[config.mk]
export PLATFORM = sky130hd
export DESIGN_NAME = ring_buff_sched
export DESIGN_NICKNAME = d
export VERILOG_FILES = /design/src/rtl/ring_buff_sched.sv
export SDC_FILE = /design/constraint.sdc
export NUM_CORES = 1
export LEC_CHECK = 0
export BUFFER_PORTS_ARGS = -buffer_cell sky130_fd_sc_hd__clkbuf_2
export CAP_MARGIN = 10
export CORE_ASPECT_RATIO = 1.4
export CORE_MARGIN = 2
export CORE_UTILIZATION = 32
export CTS_CLUSTER_SIZE = 12
export DETAILED_ROUTE_END_ITERATION = 8
export MAX_ROUTING_LAYER = met4
export PLACE_DENSITY = 0.88
export RECOVER_POWER = 25
export SYNTH_ARGS = -nofsm -noshare
export SYNTH_HDL_FRONTEND = slang
export SYNTH_SLANG_ARGS = --single-unit
[constraint.sdc]
create_clock -name clock -period 2.3 [get_ports clock]
set_input_delay 0.23 -clock clock [delete_from_list [all_inputs] [get_ports clock]]
set_output_delay 0.23 -clock clock [all_outputs]
set_load 0.03 [all_outputs]
[src/rtl/ring_buff_sched.sv]
// ring_buff_sched
//   Controller for one shared ring buffer. Round-robin arbitration of NUM_REQ
//   producers onto the buffer's single write port, read-enable sequencing
//   towards one consumer, and high/low watermark throttling with hysteresis.
//   A flush blocks writes until the buffer reports empty.
//
// Ports
//   clock, reset    clock and asynchronous active-high reset
//   I_Req/I_Data    per-producer request and data (slice i = [i*WIDTH_DATA +: WIDTH_DATA])
//   O_Gnt           one-hot grant; the token is accepted in the same cycle
//   O_We/O_WData    buffer write port
//   I_Full/I_Empty  buffer status flags
//   I_Num           buffer occupancy (registered in the buffer)
//   I_Rdy           consumer ready
//   O_Re/O_Vld      buffer read-enable / consumer valid (identical)
//   I_Flush         flush request pulse
//   O_FlushDone     one-cycle pulse when the flush completes
//   O_Throttle      high while writes are blocked by the watermark
module ring_buff_sched #(
    parameter int NUM_REQ    = 4,
    parameter int WIDTH_DATA = 32,
    parameter int DEPTH_BUFF = 16,
    parameter int HI_MARK    = 12,
    parameter int LO_MARK    = 4
) (
    input  logic                          clock,
    input  logic                          reset,
    input  logic [NUM_REQ-1:0]            I_Req,
    input  logic [NUM_REQ*WIDTH_DATA-1:0] I_Data,
    output logic [NUM_REQ-1:0]            O_Gnt,
    output logic                          O_We,
    output logic [WIDTH_DATA-1:0]         O_WData,
    input  logic                          I_Full,
    input  logic                          I_Empty,
    input  logic [$clog2(DEPTH_BUFF):0]   I_Num,
    input  logic                          I_Rdy,
    output logic                          O_Re,
    output logic                          O_Vld,
    input  logic                          I_Flush,
    output logic                          O_FlushDone,
    output logic                          O_Throttle
);

    localparam int PTR_W = $clog2(NUM_REQ);
    localparam int NUM_W = $clog2(DEPTH_BUFF) + 1;

    typedef enum logic [1:0] {
        S_IDLE,
        S_RUN,
        S_THROTTLE,
        S_FLUSH
    } state_t;

    state_t             state_q, state_d;
    logic [PTR_W-1:0]   rr_ptr_q, rr_ptr_d;
    logic               throttle_q, throttle_d;
    logic               flush_done_q, flush_done_d;

    logic               write_ok;
    logic               found;
    logic [PTR_W-1:0]   win;
    logic [PTR_W-1:0]   scan_idx;
    logic               any_req;
    logic               at_hi;
    logic               below_lo;

    assign any_req  = |I_Req;
    assign at_hi    = (I_Num >= NUM_W'(HI_MARK));
    assign below_lo = (I_Num <  NUM_W'(LO_MARK));

    // Combinational outputs are forced low while reset is held, so a reset
    // in the middle of a burst removes grants and read-enables immediately.
    assign write_ok = ((state_q == S_IDLE) || (state_q == S_RUN)) && !I_Full && !reset;

    // Round-robin scan starting at rr_ptr_q; the first requester found wins.
    always_comb begin
        // NOTE: every variable gets a default before any conditional assignment,
        // so no path through the block leaves it unassigned (no latch).
        found    = 1'b0;
        win      = rr_ptr_q;
        scan_idx = rr_ptr_q;
        for (int k = 0; k < NUM_REQ; k++) begin
            scan_idx = PTR_W'((int'(rr_ptr_q) + k) % NUM_REQ);
            if (!found && I_Req[scan_idx]) begin
                found = 1'b1;
                win   = scan_idx;
            end
        end
    end

    // Write port: one-hot grant and the matching data slice, zero otherwise.
    always_comb begin
        O_Gnt   = '0;
        O_We    = 1'b0;
        O_WData = '0;
        if (found && write_ok) begin
            O_Gnt[win] = 1'b1;
            O_We       = 1'b1;
        end
        for (int i = 0; i < NUM_REQ; i++) begin
            if (O_Gnt[i]) begin
                O_WData = I_Data[i*WIDTH_DATA +: WIDTH_DATA];
            end
        end
    end

    // Pointer advances past the winner only on a granted cycle.
    always_comb begin
        rr_ptr_d = rr_ptr_q;
        if (O_We) begin
            rr_ptr_d = (win == PTR_W'(NUM_REQ - 1)) ? '0 : win + PTR_W'(1);
        end
    end

    // Read side runs in every state; the buffer answers in the same cycle.
    assign O_Re  = I_Rdy && !I_Empty && !reset;
    assign O_Vld = O_Re;

    // Next-state logic. Flush overrides every other transition; while in
    // FLUSH the watermark is ignored until the buffer drains to empty.
    always_comb begin
        state_d = state_q;
        if (I_Flush) begin
            state_d = S_FLUSH;
        end else begin
            unique case (state_q)
                S_IDLE: begin
                    if (any_req || !I_Empty) state_d = S_RUN;
                end
                S_RUN: begin
                    if (at_hi || I_Full)            state_d = S_THROTTLE;
                    else if (!any_req && I_Empty)   state_d = S_IDLE;
                end
                S_THROTTLE: begin
                    if (below_lo) state_d = S_RUN;
                end
                S_FLUSH: begin
                    if (I_Empty) state_d = S_IDLE;
                end
                default: state_d = S_IDLE;
            endcase
        end
        throttle_d   = (state_d == S_THROTTLE);
        flush_done_d = (state_q == S_FLUSH) && (state_d != S_FLUSH);
    end

    // NOTE: state registers use non-blocking assignments so every flop samples
    // the pre-edge values regardless of process ordering.
    always_ff @(posedge clock or posedge reset) begin
        if (reset) begin
            state_q      <= S_IDLE;
            rr_ptr_q     <= '0;
            throttle_q   <= 1'b0;
            flush_done_q <= 1'b0;
        end else begin
            state_q      <= state_d;
            rr_ptr_q     <= rr_ptr_d;
            throttle_q   <= throttle_d;
            flush_done_q <= flush_done_d;
        end
    end

    assign O_Throttle  = throttle_q;
    assign O_FlushDone = flush_done_q;

endmodule
# [After elaboration in Yosys (flattened, before gate mapping)]
# Cells that the tools add are included.
[classes] shift=0 addsub=4 magnitude_cmp=8 n_bitwise=0 n_reduce_logical=23 n_div=0 n_eq_ne=6 mux=31 multipliers=0
[ops] cell="$mux W32" n=4
[ops] cell="$mux W2" n=10
[ops] cell="$lt A2 B3 Y1 const B" n=5
[ops] cell="$logic_and A1 B1 Y1" n=11
[ops] cell="$mux W1" n=10
[ops] cell="$bmux W1 S2" n=4
[ops] cell="$eq A2 B2 Y1 const B" n=4
[ops] cell="$pmux W2 S4" n=1
[ops] cell="$logic_not A1 Y1" n=7
[ops] cell="$ge A5 B4 Y1 const B" n=1
[ops] cell="$lt A5 B3 Y1 const B" n=1
[ops] cell="$add A2 B1 Y2 const B" n=2
[ops] cell="$add A2 B2 Y2 const B" n=2
[ops] cell="$mux W4" n=1
[ops] cell="$reduce_or A4 Y1" n=1
[ops] cell="$logic_or A1 B1 Y1" n=3
[ops] cell="$demux W1 S2" n=1
[ops] cell="$eq A2 B1 Y1 const B" n=1
[ops] cell="$ge A2 B1 Y1 const B" n=1
[ops] cell="$logic_not A2 Y1" n=1
[ops] cell="$ne A2 B2 Y1 const B" n=1
[totals] memories=0 romBits=0 ff_bits=6 ramBits=0 latchBits=0 word_cells=76

# [Longest topological paths before layout]
[logic_depth] depth_word=21 ltp_mapped=12 depth_no_buf=9

# [Worst setup path before layout]
# No wires, ideal clock.
[synth_timing] kind="reg2out" startpoint="register rr_ptr_q[1]" endpoint="output O_WData[2]" path_stages_with_launch=13 path_slack_ns=-0.247 t_arrival_ns=2.317 path_cell_list="dfrtp_1 > inv_1 > a21oi_1 > o221ai_1 > inv_1 > ha_1 > buf_2 > nor2b_1 > buf_2 > buf_4 > a221oi_1 > a211o_1 > a21oi_2"
[synth_via] elab_chain_len=21
[synth_rtl] element="start: declaration" line_no="55" text="logic [PTR_W-1:0] rr_ptr_q, rr_ptr_d;"
[synth_rtl] element="start signal: assignment" line_no="157" text="rr_ptr_q <= rr_ptr_d;"
[synth_rtl] element="branches (longest 16 deep; another with $lt A2 B3 Y1)"
[synth_rtl] element="$mux W4 (*)" line_no="96" text="if (found && write_ok) begin"
[synth_rtl] element="$mux W32 (3 in a row)" line_no="101" text="if (O_Gnt[i]) begin"
[synth_rtl] element="$mux W32 (*)" line_no="101"
[synth_rtl] element="end: declaration" line_no="32" text="output logic [WIDTH_DATA-1:0] O_WData,"
# Every way passes the cells marked *. The select of a mux whose other input is x is not followed.

# [Worst setup path after layout]
[layout_timing] startpoint="register rr_ptr_q[1]" endpoint="output O_WData[5]"
# The elaborated chain is that of the path after synthesis.

==> results.md <==
Global route:
- The via count of the first global-routing pass is 2654.
- The pin count of the biggest net entering global routing is 32.
- The remaining global-route overflow is 0.
- The first global-routing pass estimated 11670 µm of wire.
- The number of antenna violations at the first check in global routing is 0.
- Global routing used 25.16% of the available tracks across all layers.

CTS:
- The H-tree depth reported by CTS is 1.
- The TritonCTS clock tree is yes.
- The total clock sinks is 6.
- The number of buffers inserted during clock tree synthesis is 3.
- The later pin in the worst-skew pair is clocked with a latency of 220 ps.
- The root buffer cell chosen for the clock tree is clkbuf_8.
- The maximum buffer depth of the clock tree is 2.
- The clock transition at the registers of the reported paths is 40 ps.

STA:
- The worst hold slack is 215.5 ps.
- The slew at the pin with the worst max-slew slack is 429.9 ps.
- Subtracting the final worst setup slack from the clock period gives 2688 ps.
- The max-slew violation count is 0.
- Setup repair after global routing could not meet its margin everywhere.
- The count of endpoints failing hold in the final timing report is 0.
- The worst slew margin relative to its limit is 71.07%.
- Timing would allow up to 0.3720 GHz.
- Setup slack on the critical path of the routed design comes to -388.0 ps.
- Setup violations remaining at the end of the flow were counted as 33.
- After layout, the worst path uses 116.9% of the clock period.
- Between clock sinks in the finished design, the worst skew comes to 4.406 ps.

Outcome:
- The flow ran to the end, but the final reports show violations.
- The final reports fail on negative setup slack.

Worst setup path:
- The worst flop-to-flop path endpoint is rr_ptr_q[1].
- For this design, the slowest cell found on the critical path is dfrtp_2.
- The required arrival time at the worst endpoint is 2070 ps.
- In this run the worst path has a maximum fanout of 8.
- Traced cell by cell, the critical path runs through a21oi_2 > nor2_1 > nor2_1 > o22ai_2 > ha_2 > nor2b_4 > buf_12 > buf_16 > a221oi_1 > a211o_1 > a21oi_4 > buf_8.
- The count of cells along the worst register-to-register path is 8.
- The startpoint of the most critical register-to-register path is rr_ptr_q[1].
- In this design, the critical path's most frequently occurring cell is nor2_1.
- The start-to-end type of the worst setup path is reg2out.
- STA puts the critical path data arrival time at 2460 ps.
- The category of the worst setup path capture point is a primary output.
- STA classifies the critical path startpoint as a register.
- In this run the register-to-register setup slack is 660 ps.
- For this run, the slowest stage of the critical path takes 440 ps.

Power:
- The leakage power total is 0.001791 µW.
- The internal power component is 1636 µW.
- The worst-case IR drop observed on VDD is 0.4923 mV.
- In this run, flip-flops and latches consume 5.5% of the power.
- Combinational logic burns 89.6% of the power.
- The power per cell area is 851.0 nW/µm².
- For this design the total switching power over the nets is 1505 µW.
- The share of total power consumed by net switching is 47.91%.
- The clock network accounts for 4.9% of the total power.

Drt:
- After the first detailed-routing iteration, the DRC count stood at 137.
- In the final routing, the length of wire on met1 measures 2727 µm.
- The first detailed-routing pass ran for 4 iterations.
- The detail route stage leaves a number of antenna-violating nets equal to 0.
- In the routed layout, each cell is associated on average with a via count of 5.359.
- Wire segments on met3 add up to 562 µm in the final route.
- The final layout contains routed wiring with a total length of 7966 µm.
- Routed signal wires occupy layers up through met4.
- The total via count in the routed design is 2669.
- The met2 wire length is 4617 µm.
- The DRC violation count after routing is 0.
- In the final routed layout, each cell accounts on average for 16.00 µm.

Place:
- The congestion estimate from routability-driven global placement came to 0.8211.
- The placed cell count is 484.
- Summed over all nets, the half-perimeter wirelength after detailed placement is 5490 µm.
- Buffers placed on the I/O ports in this run total 181.
- In this run the cell area measured after placement is 3060 µm².
- The placement-stage worst setup slack is -316.9 ps.

Flow run:
- The tool flagged a number of max-cap violations equal to 0.

Min path:
- Counting instances, the worst hold path has a depth of 2.
- The path category of the worst min-delay check is in2reg.
- The startpoint of the lowest-slack hold path is I_Flush.
- The sink of the worst hold path is O_Throttle.

Layout:
- The top cell types in the final layout, fill and taps aside, are 147 x clkbuf_2, 35 x inv_1, 34 x nand2_1, 34 x a211o_1, 31 x buf_8.
- For this run, the share of the core covered by cells in the final layout is 71.55%.
- The library cell used most frequently in the layout, excluding fill and tap cells, is clkbuf_2.
- The total number of nets in the final design is 581.
- The ratio of cells with drive above 1 in the final layout is 61.57%.
- The finished layout cell area is 3691 µm².
- The area growth from synthesis to final layout is 117.1%.
- The count of non-filler cells in the finished layout is 498.
- The number of antenna cells inserted is 0.

Floorplanning:
- After floorplanning, the core was divided into 31 placement rows.
- The region available for standard cell placement spans 5159 µm².
- The initial standard-cell utilization of the core is 32.96%.
- The die span in y is 90.25 µm.
- The die covers 5921 µm².
- The top-level port count is 184.
- The horizontal die dimension is 65.61 µm.

Logic synthesis:
- When the netlist entered floorplanning its net count stood at 389.
- The per-instance average area after synthesis is 7.026 µm².
- The netlist uses 30 different library cells.
- After synthesis the cells add up to 1700 µm².
- The top cell type by total area after synthesis is a211o_1.
- After synthesis, flip-flops and latches occupy 8.830% of the total area.
- The flip-flop and latch count after synthesis is 6.
- The number of warnings printed during yosys synthesis is 0.
- The synthesized netlist cell count is 242.
- The area share of the largest cell type after synthesis is 17.51%.
- By area the synthesized netlist is led by a211o_1 18%, a221oi_1 17%, a21oi_2 15%, dfrtp_1 8.8%, inv_1 7.9%.
[cells by family (layout without fill, tap and decap cells)]
kind of cell	after synthesis	count (layout)	synth area share [%]
simple gates	55	55	14.72
mux	1	1	0.8827
buf+inv	64	254	17.29
flops	6	6	8.830
compound gates	112	112	55.34
fa+ha+maj	4	4	2.943
[critical path, delay by kind of cell (launching register included)]
| family | cells | cell delay, ps |
|---|---|---|
| AOI/OAI and AO/OA | 5 | 760 |
| adders and majority gates | 1 | 210 |
| buffers and inverters | 3 | 380 |
| DFF | 1 | 440 |
| and+or+nand+nor | 3 | 430 |
[how the worst max path moves through the flow]
stage,cells after the start,from,endpoint
floorplan,12,rr_ptr_q[1],O_WData[11]
global placement,12,I_Req[0],O_WData[1]
detailed placement,12,I_Req[0],O_WData[1]
CTS,12,rr_ptr_q[1],O_WData[8]
global route,12,rr_ptr_q[1],O_WData[5]
finish,12,rr_ptr_q[1],O_WData[5]
[area by class of cell]
type | count | area [µm²]
inverter | 37 | 143.9
multi-input combinational | 172 | 1590
tap | 66 | 82.58
sequential | 6 | 151.4
clock buffer | 3 | 41.29
fill | 374 | 1468
timing repair buffer | 214 | 1682
[power by group through the flow]
| stage | combinational [µW] | sequential (µW) | clock [µW] |
|---|---|---|---|
| after floorplan | 1630 | 164 | 0 |
| after global placement | 2210 | 162 | 0 |
| after detailed placement | 2280 | 165 | 0 |
| after CTS | 2620 | 168 | 158 |
| after global routing | 3010 | 176 | 163 |
| final | 2810 | 172 | 155 |
[routing by layer]
layer  track usage (%)  vias to the layer above
met4             5.382                        0
met3             2.618                        8
met2             51.36                      136
li1                  -                     1277
met5                 -                        -
met1             24.12                     1248
[sequential cells by signal, indices dropped and copies added, names as in the netlist]
signal,cells
rr_ptr_q,2
O_Throttle,1
O_FlushDone,1
state_q,2
[metrics by stage]
| step | total power [µW] | setup TNS [ps] |
|---|---|---|
| 3_5_place_dp | 2447 | -6013 |
| 6_report | 3141 | -11000 |
| 3_3_place_gp | 2376 | -4086 |
| 2_1_floorplan | 1794 | -2022 |
| 5_1_grt | 3343 | -15360 |
| 4_1_cts | 2943 | -10650 |
[repair_timing]
| action | in CTS | in global routing |
|---|---|---|
| hold buffers | 1 | 0 |
| cloned | 3 | 1 |
| setup buffers | 3 | 3 |
| gates resized for setup | 81 | 37 |
| hold endpoints to repair | 6 | 0 |
| pin swaps | 21 | 1 |
| setup endpoints to repair | 33 | 35 |
[synthesized netlist by cell type]
library cell and n:
or3_1 1, and3b_1 1, and4b_1 1, buf_1 2
o22ai_1 1, a21oi_2 30, inv_1 36, o221ai_1 1
mux2_4 1, o22a_1 1, buf_6 4, nor2_1 7
nor2b_1 3, nor3b_1 1, o41ai_1 2, nor4_1 1
clkbuf_1 14, inv_6 1, ha_1 4, a221oi_1 33
nand2_1 34, or4_1 1, and2_1 4, buf_2 3
dfrtp_1 6, a21oi_1 8, o21ai_0 2, buf_4 4
nand2b_1 1, a211o_1 34
Note: power is estimated with default switching activity, not from simulation.
